$ cat config.mk
export PLATFORM = sky130hd
export DESIGN_NAME = cache_sa
export DESIGN_NICKNAME = d
export VERILOG_FILES = /design/src/rtl/cache_sa_pkg.sv /design/src/rtl/cache_lru_set.sv /design/src/rtl/cache_sa.sv
export SDC_FILE = /design/constraint.sdc
export NUM_CORES = 2
export LEC_CHECK = 0
export BUFFER_PORTS_ARGS = -buffer_cell sky130_fd_sc_hd__buf_4
export CELL_PAD_IN_SITES_DETAIL_PLACEMENT = 1
export CELL_PAD_IN_SITES_GLOBAL_PLACEMENT = 1
export CORE_MARGIN = 4
export CORE_UTILIZATION = 35
export DETAILED_ROUTE_END_ITERATION = 8
export PLACE_DENSITY_LB_ADDON = 0.1
export SLEW_MARGIN = 10
export SYNTH_ARGS = -nofsm -noshare
export SYNTH_HDL_FRONTEND = slang
export SYNTH_SLANG_ARGS = --single-unit
$ cat constraint.sdc
create_clock -name clk -period 6.2 [get_ports clk]
set_clock_uncertainty 0.2 [all_clocks]
set_input_delay 0.31 -clock clk [delete_from_list [all_inputs] [get_ports clk]]
set_output_delay 0.31 -clock clk [all_outputs]
set_load 0.03 [all_outputs]
$ cat src/rtl/cache_sa_pkg.sv
// Shared definitions for the set-associative cache: controller states,
// bus widths and the way-index width helper.
package cache_sa_pkg;

  localparam int unsigned WORD_W  = 32;   // processor word
  localparam int unsigned BLOCK_W = 128;  // memory block, four words
  localparam int unsigned PADDR_W = 30;   // processor word address
  localparam int unsigned BADDR_W = 28;   // memory block address
  localparam int unsigned OFF_W   = 2;    // word-in-block offset

  typedef enum logic [1:0] {
    ST_COMPARE   = 2'd0,
    ST_WRITEBACK = 2'd1,
    ST_ALLOCATE  = 2'd2
  } state_t;

  // Way index width; a direct-mapped build still carries a 1-bit index.
  function automatic int unsigned way_w(input int unsigned ways);
    return (ways > 1) ? $clog2(ways) : 1;
  endfunction

endpackage

$ cat src/rtl/cache_lru_set.sv
// True-LRU age vector for one set. Each way holds an age; 0 is most recently
// used, WAYS-1 is the replacement candidate.
// Ports: clk, rst_n (async, active-low), access/access_way (touch a way),
//        victim (way whose age is WAYS-1).
module cache_lru_set
  import cache_sa_pkg::*;
#(
  parameter int unsigned WAYS = 2
) (
  input  logic                     clk,
  input  logic                     rst_n,
  input  logic                     access,
  input  logic [way_w(WAYS)-1:0]   access_way,
  output logic [way_w(WAYS)-1:0]   victim
);

  localparam int unsigned WAY_W = way_w(WAYS);

  if (WAYS == 1) begin : g_dm
    // Single way: there is nothing to order, the only way is always the victim.
    logic unused_dm;
    assign unused_dm = ^{clk, rst_n, access, access_way};
    assign victim    = '0;
  end else begin : g_lru
    logic [WAY_W-1:0] age_q [WAYS];
    logic [WAY_W-1:0] acc_age;

    assign acc_age = age_q[access_way];

    // Touched way becomes youngest; only ways younger than it age by one,
    // which keeps the ages a permutation of 0..WAYS-1.
    always_ff @(posedge clk or negedge rst_n) begin
      if (!rst_n) begin
        for (int w = 0; w < WAYS; w++) age_q[w] <= WAY_W'(w);
      end else if (access) begin
        for (int w = 0; w < WAYS; w++) begin
          if (WAY_W'(w) == access_way)  age_q[w] <= '0;
          else if (age_q[w] < acc_age)  age_q[w] <= age_q[w] + 1'b1;
        end
      end
    end

    always_comb begin
      victim = '0;
      for (int w = 0; w < WAYS; w++) begin
        if (age_q[w] == WAY_W'(WAYS - 1)) victim = WAY_W'(w);
      end
    end
  end

endmodule

$ cat src/rtl/cache_sa.sv
// N-way set-associative, write-back, write-allocate cache between a 32-bit
// processor word port and a 128-bit block memory port.
// Ports: clk, proc_reset_n (async, active-low);
//        processor side proc_read/proc_write/proc_addr/proc_wdata in,
//        proc_rdata/proc_stall out (combinational response);
//        memory side mem_read/mem_write/mem_addr/mem_wdata out (registered),
//        mem_rdata/mem_ready in.
module cache_sa
  import cache_sa_pkg::*;
#(
  parameter int unsigned WAYS = 2,
  parameter int unsigned SETS = 4
) (
  input  logic                 clk,
  input  logic                 proc_reset_n,
  input  logic                 proc_read,
  input  logic                 proc_write,
  input  logic [PADDR_W-1:0]   proc_addr,
  output logic [WORD_W-1:0]    proc_rdata,
  input  logic [WORD_W-1:0]    proc_wdata,
  output logic                 proc_stall,
  output logic                 mem_read,
  output logic                 mem_write,
  output logic [BADDR_W-1:0]   mem_addr,
  input  logic [BLOCK_W-1:0]   mem_rdata,
  output logic [BLOCK_W-1:0]   mem_wdata,
  input  logic                 mem_ready
);

  localparam int unsigned IDX_W = $clog2(SETS);
  localparam int unsigned TAG_W = BADDR_W - IDX_W;
  localparam int unsigned WAY_W = way_w(WAYS);

  logic [TAG_W-1:0]   tag_q   [SETS][WAYS];
  logic [BLOCK_W-1:0] data_q  [SETS][WAYS];
  logic [WAYS-1:0]    valid_q [SETS];
  logic [WAYS-1:0]    dirty_q [SETS];

  state_t             state_q;
  logic [BADDR_W-1:0] miss_blk_q;
  logic [WAY_W-1:0]   victim_q;
  logic [WAY_W-1:0]   lru_victim [SETS];

  // Request address fields
  logic [TAG_W-1:0] req_tag;
  logic [IDX_W-1:0] req_idx;
  logic [6:0]       word_lsb;
  logic [TAG_W-1:0] miss_tag;
  logic [IDX_W-1:0] miss_idx;

  assign req_tag  = proc_addr[PADDR_W-1 -: TAG_W];
  assign req_idx  = proc_addr[OFF_W +: IDX_W];
  assign word_lsb = {proc_addr[OFF_W-1:0], 5'd0};
  assign miss_tag = miss_blk_q[BADDR_W-1 -: TAG_W];
  assign miss_idx = miss_blk_q[IDX_W-1:0];

  // Tag compare across the indexed set
  logic             hit;
  logic [WAY_W-1:0] hit_way;

  always_comb begin
    hit     = 1'b0;
    hit_way = '0;
    for (int w = 0; w < WAYS; w++) begin
      if (valid_q[req_idx][w] && (tag_q[req_idx][w] == req_tag)) begin
        hit     = 1'b1;
        hit_way = WAY_W'(w);
      end
    end
  end

  logic req, in_cmp, cmp_hit, cmp_miss, fill;

  assign req      = proc_read | proc_write;
  assign in_cmp   = (state_q == ST_COMPARE);
  assign cmp_hit  = in_cmp & req & hit;
  assign cmp_miss = in_cmp & req & ~hit;
  assign fill     = (state_q == ST_ALLOCATE) & mem_ready;

  assign proc_stall = req & ~(in_cmp & hit);
  assign proc_rdata = (in_cmp && proc_read && hit)
                    ? data_q[req_idx][hit_way][word_lsb +: WORD_W] : '0;

  // Victim: lowest-index invalid way, otherwise the set's oldest way
  logic [WAY_W-1:0] victim_c;
  logic             victim_dirty;

  always_comb begin
    victim_c = lru_victim[req_idx];
    for (int w = WAYS - 1; w >= 0; w--) begin
      if (!valid_q[req_idx][w]) victim_c = WAY_W'(w);
    end
  end

  assign victim_dirty = valid_q[req_idx][victim_c] & dirty_q[req_idx][victim_c];

  // Controller: miss handling and memory bus handshake
  always_ff @(posedge clk or negedge proc_reset_n) begin
    if (!proc_reset_n) begin
      state_q    <= ST_COMPARE;
      mem_read   <= 1'b0;
      mem_write  <= 1'b0;
      mem_addr   <= '0;
      mem_wdata  <= '0;
      miss_blk_q <= '0;
      victim_q   <= '0;
    end else begin
      case (state_q)
        ST_COMPARE: begin
          if (cmp_miss) begin
            miss_blk_q <= proc_addr[PADDR_W-1:OFF_W];
            victim_q   <= victim_c;
            if (victim_dirty) begin
              state_q   <= ST_WRITEBACK;
              mem_write <= 1'b1;
              mem_addr  <= {tag_q[req_idx][victim_c], req_idx};
              mem_wdata <= data_q[req_idx][victim_c];
            end else begin
              state_q  <= ST_ALLOCATE;
              mem_read <= 1'b1;
              mem_addr <= proc_addr[PADDR_W-1:OFF_W];
            end
          end
        end
        ST_WRITEBACK: begin
          if (mem_ready) begin
            state_q   <= ST_ALLOCATE;
            mem_write <= 1'b0;
            mem_read  <= 1'b1;
            mem_addr  <= miss_blk_q;
          end
        end
        ST_ALLOCATE: begin
          if (mem_ready) begin
            state_q  <= ST_COMPARE;
            mem_read <= 1'b0;
          end
        end
        default: state_q <= ST_COMPARE;
      endcase
    end
  end

  // Line status: reset invalidates everything
  always_ff @(posedge clk or negedge proc_reset_n) begin
    if (!proc_reset_n) begin
      for (int s = 0; s < SETS; s++) begin
        valid_q[s] <= '0;
        dirty_q[s] <= '0;
      end
    end else if (fill) begin
      valid_q[miss_idx][victim_q] <= 1'b1;
      dirty_q[miss_idx][victim_q] <= 1'b0;
    end else if (cmp_hit && proc_write) begin
      dirty_q[req_idx][hit_way] <= 1'b1;
    end
  end

  // Tag and data storage, qualified by valid so no reset needed
  always_ff @(posedge clk) begin
    if (fill) begin
      data_q[miss_idx][victim_q] <= mem_rdata;
      tag_q[miss_idx][victim_q]  <= miss_tag;
    end else if (cmp_hit && proc_write) begin
      data_q[req_idx][hit_way][word_lsb +: WORD_W] <= proc_wdata;
    end
  end

  // Replacement state; hits and refills both count as accesses
  logic             lru_acc;
  logic [IDX_W-1:0] lru_idx;
  logic [WAY_W-1:0] lru_way;

  assign lru_acc = cmp_hit | fill;
  assign lru_idx = fill ? miss_idx : req_idx;
  assign lru_way = fill ? victim_q : hit_way;

  for (genvar s = 0; s < SETS; s++) begin : g_set
    cache_lru_set #(.WAYS(WAYS)) u_lru (
      .clk        (clk),
      .rst_n      (proc_reset_n),
      .access     (lru_acc && (lru_idx == IDX_W'(s))),
      .access_way (lru_way),
      .victim     (lru_victim[s])
    );
  end

endmodule

==> reports/qor.yml <==
status: "finished clean"
hold_viol: 0
pwr-share-comb_pct: 17.9
vias: 36000
crit_path_cell_trace: "dlygate4sd3_1 > buf_8 > buf_12 > buf_4 > mux4_2 > xnor2_1 > nand4_1 > or3_1 > nor4_1 > a41oi_1 > buf_4 > and3b_1 > buf_12 > o21ai_0 > a311oi_1 > buf_4"
r2r_cells: 12
critical_path.max_fanout: 32
async_reset_ff_share_pct: 14.7
reg2reg_to: "data_q[2][85]$_DFFE_PP_"
hold_depth: 3
synthCells: 3663
synth_cell_types: 64
h-tree-depth: 4
power_switching_share_pct: 28.6
p_leak_nw: 26.6
crit_type: "in2out"
r2r_setup_slack_ns: 1.06
p_per_area_nw_per_um2: 359
grt_usage_pct: 23.1
crit_slowest_cell: "a311oi_1"
finalWorstSetupSlack_ns: 0.243
slew-limit-headroom_pct: 24.0
synth.avg_cell_area_um2: 16.4
crit_top_cell: "buf_4"
wl_per_cell_um: 30.9
pwr-share-clk_pct: 35.8
synth.cell_area_um2: 60100
hold_slack_ns: 0.0361
grt_pass1_wl_mm: 292
finalCriticalPeriod_ns: 5.96
worst_path_largest_cell_delay_ns: 0.82
synth_flop_cell: "edfxtp_1"
p_switching_mw: 7.62
drt-initial-drc-count: 3210
crit_end: "proc_rdata[1]"
postCtsSetupBuffers: 0
initial_core_util_pct: 35.3
routed_wl_mm: 207
clk_latency_ns: 0.80
fin_total_pwr_mw: 26.6
root_buffer: "clkbuf_16"
pre_cts_ws_ns: 0.747
maxSlewViolCount: 0
cp_data_arrival_time_ns: 5.45
startpoint_type: "primary input"
io_buffers: 385
post-route-drc-count: 0
drv_cap: 0
ys_warn_count: 0
nets: 4561
grt_max_degree: 103
synth_edf_count: 1232
seqPwrFrac_pct: 46.2
dp_hpwl_mm: 137
area_growth_syn_to_layout_pct: 23.6
worst-path-stages: 16
io_pins: 386
cp_top_family: "buffers and inverters"
clk_path_buf_depth: 3
die_area_um2: 178000
row_count: 151
clock_sinks: 1445
gp_congestion: 0.817
fin_setup_tns_ns: 0
die_h_um: 422
ys_ff_latch: 1445
report.final.setup_viol: 0
core_area_um2: 170000
drtPass1Iterations: 5
ant_nets: 0
period_share_pct: 96.1
drive_gt1_share_pct: 28.5
grt_pass1_vias: 37800
ys_seq_area_share_pct: 70.5
clk_pin_slew_worst_paths_ns: 0.06
fmax_ghz: 0.168
r2r-start: "tag_q[1][40]$_DFFE_PP_"
via_per_inst: 5.36
cts_buffers: 164
cp.required_ns: 5.69
syn_nets: 3863
grt_overflow: 0
p_int_mw: 19.0
cts_tree: "yes"
antenna_found_initial: 15
rsz0062_at_grt: "no"
cp.buffers_inverters: 7
die_x_um: 422
ir_drop_mv: 0.269
tightestPinTransition_ns: 1.13
startpoint: "proc_addr[2]"
min_path_type: "in2reg"
cp-end-kind: "output pin"
-- cells in the final DEF (no fill, tap or decap), drive strengths merged, types with 8 or more instances in the layout --
cell type and n:
or2 9, xor2 11, a211oi 67, inv 26, nor2b 9, o21ai 330
bufinv 8, a311oi 31, dfrtp 209, nor4 9, xnor2 40, mux4 302
and3 32, a21oi 66, a31oi 64, nand2 505, nor2 126, mux2 71
dlygate4sd3 179, nor3 8, clkinv 53, buf 603, mux2i 191, edfxtp 1232
clkbuf 228, nand2b 10
-- flip-flops by register name, indices dropped and copies added, names as in the netlist --
signal                   cells
valid_q                      8
tag_q                      208
mem_wdata                  128
g_set.u_lru.g_lru.age_q      8
state_q                      2
miss_blk_q                  28
mem_write                    1
mem_read                     1
victim_q                     1
dirty_q                      8
data_q                    1024
mem_addr                    28
-- cells in the mapped netlist (17+ instances only) --
cell	number	area, um^2
nand2_1	505	1900
a31oi_1	64	400
inv_1	17	63.8
edfxtp_1	1232	37000
dfrtp_1	209	5230
mux2_2	70	788
a211oi_1	67	503
o21ai_1	18	90.1
xnor2_1	40	350
mux4_2	302	6800
and3_1	32	200
o21ai_0	312	1560
a21oi_1	66	330
buf_2	48	240
mux2i_1	188	1880
a311oi_1	31	272
clkbuf_1	163	612
buf_1	25	93.8
nor2_1	126	473
-- cell families after synthesis --
group,count (synthesis),share of synthesized area (%)
DFF,1445,70.5
and+or+nand+nor,741,5.16
AOI/OAI and AO/OA,590,5.70
muxes,564,15.9
buffers and inverters,267,1.91
xor gates and xnor gates,51,0.744
adders and majority gates,5,0.104
-- power by group through the flow --
stage / clock network [mW] / logic [mW] / registers (mW)
after CTS: 9.75 / 4.89 / 12.3
after detailed placement: 0 / 4.78 / 12.5
after floorplan: 0 / 2.34 / 12.5
after global routing: 10.2 / 5.05 / 12.4
after global placement: 0 / 4.77 / 12.5
final: 9.54 / 4.77 / 12.3
-- worst min path at each step --
stage	start	slack [ns]	endpoint
finish	mem_rdata[61]	0.04	data_q[1][189]$_DFFE_PP_
global route	proc_wdata[21]	0.02	data_q[2][117]$_DFFE_PP_
CTS	mem_rdata[64]	0.001	data_q[1][64]$_DFFE_PP_
detailed placement	proc_reset_n	0.06	mem_wdata[99]$_DFFE_PN0P_
global placement	proc_reset_n	0.07	mem_wdata[99]$_DFFE_PN0P_
floorplan	proc_reset_n	-0.19	dirty_q[0]$_DFFE_PN0P_
-- worst register-to-register path, cell delays in order (launching register included) --
cell and delay (ns):
edfxtp_1 0.36, mux2i_1 0.43, a2111oi_0 0.23, buf_4 0.21
o21ai_0 0.15, and4bb_2 0.27, a22oi_1 0.62, or3_4 0.32
buf_4 0.33, buf_4 0.70, o21ai_0 0.33, dlygate4sd3_1 0.61
buf_4 0.16
-- cell type report --
cell class	count	area, um^2
antenna	2	5.00
clock buffer	228	4530
clock inverter	76	736
fill	16700	95800
inverter	17	63.8
multi-input combinational	1951	17000
sequential	1445	42300
tap	2218	2780
timing repair buffer	782	6800
-- per-stage QoR --
step / cells / area, um^2 / util, %
floorplan: 3663 / 60100 / -
global placement: 6233 / 67100 / 39.5
detailed placement: 6233 / 67100 / 39.5
CTS: 6717 / 74200 / 43.6
global route: 6718 / 74200 / 43.6
finish: 6719 / 74200 / 43.6
-- metal layers --
metal / GRT usage (%) / routed length, um / part of all wire, % / vias to the layer above
met4: 6.86 / 6290 / 3.0 / 2
li1: - / - / - / 15700
met2: 39.4 / 104000 / 50 / 922
met1: 30.7 / 87300 / 42 / 19100
met3: 3.28 / 9450 / 4.6 / 216
met5: 0 / 13 / 0.0063 / -
-- timing repair --
item                                   4_1_cts  5_1_grt
endpoints found under the hold margin     1118        0
gates resized for setup                      0        0
hold buffers                               180        0
Power figures use the tool's default switching activity.
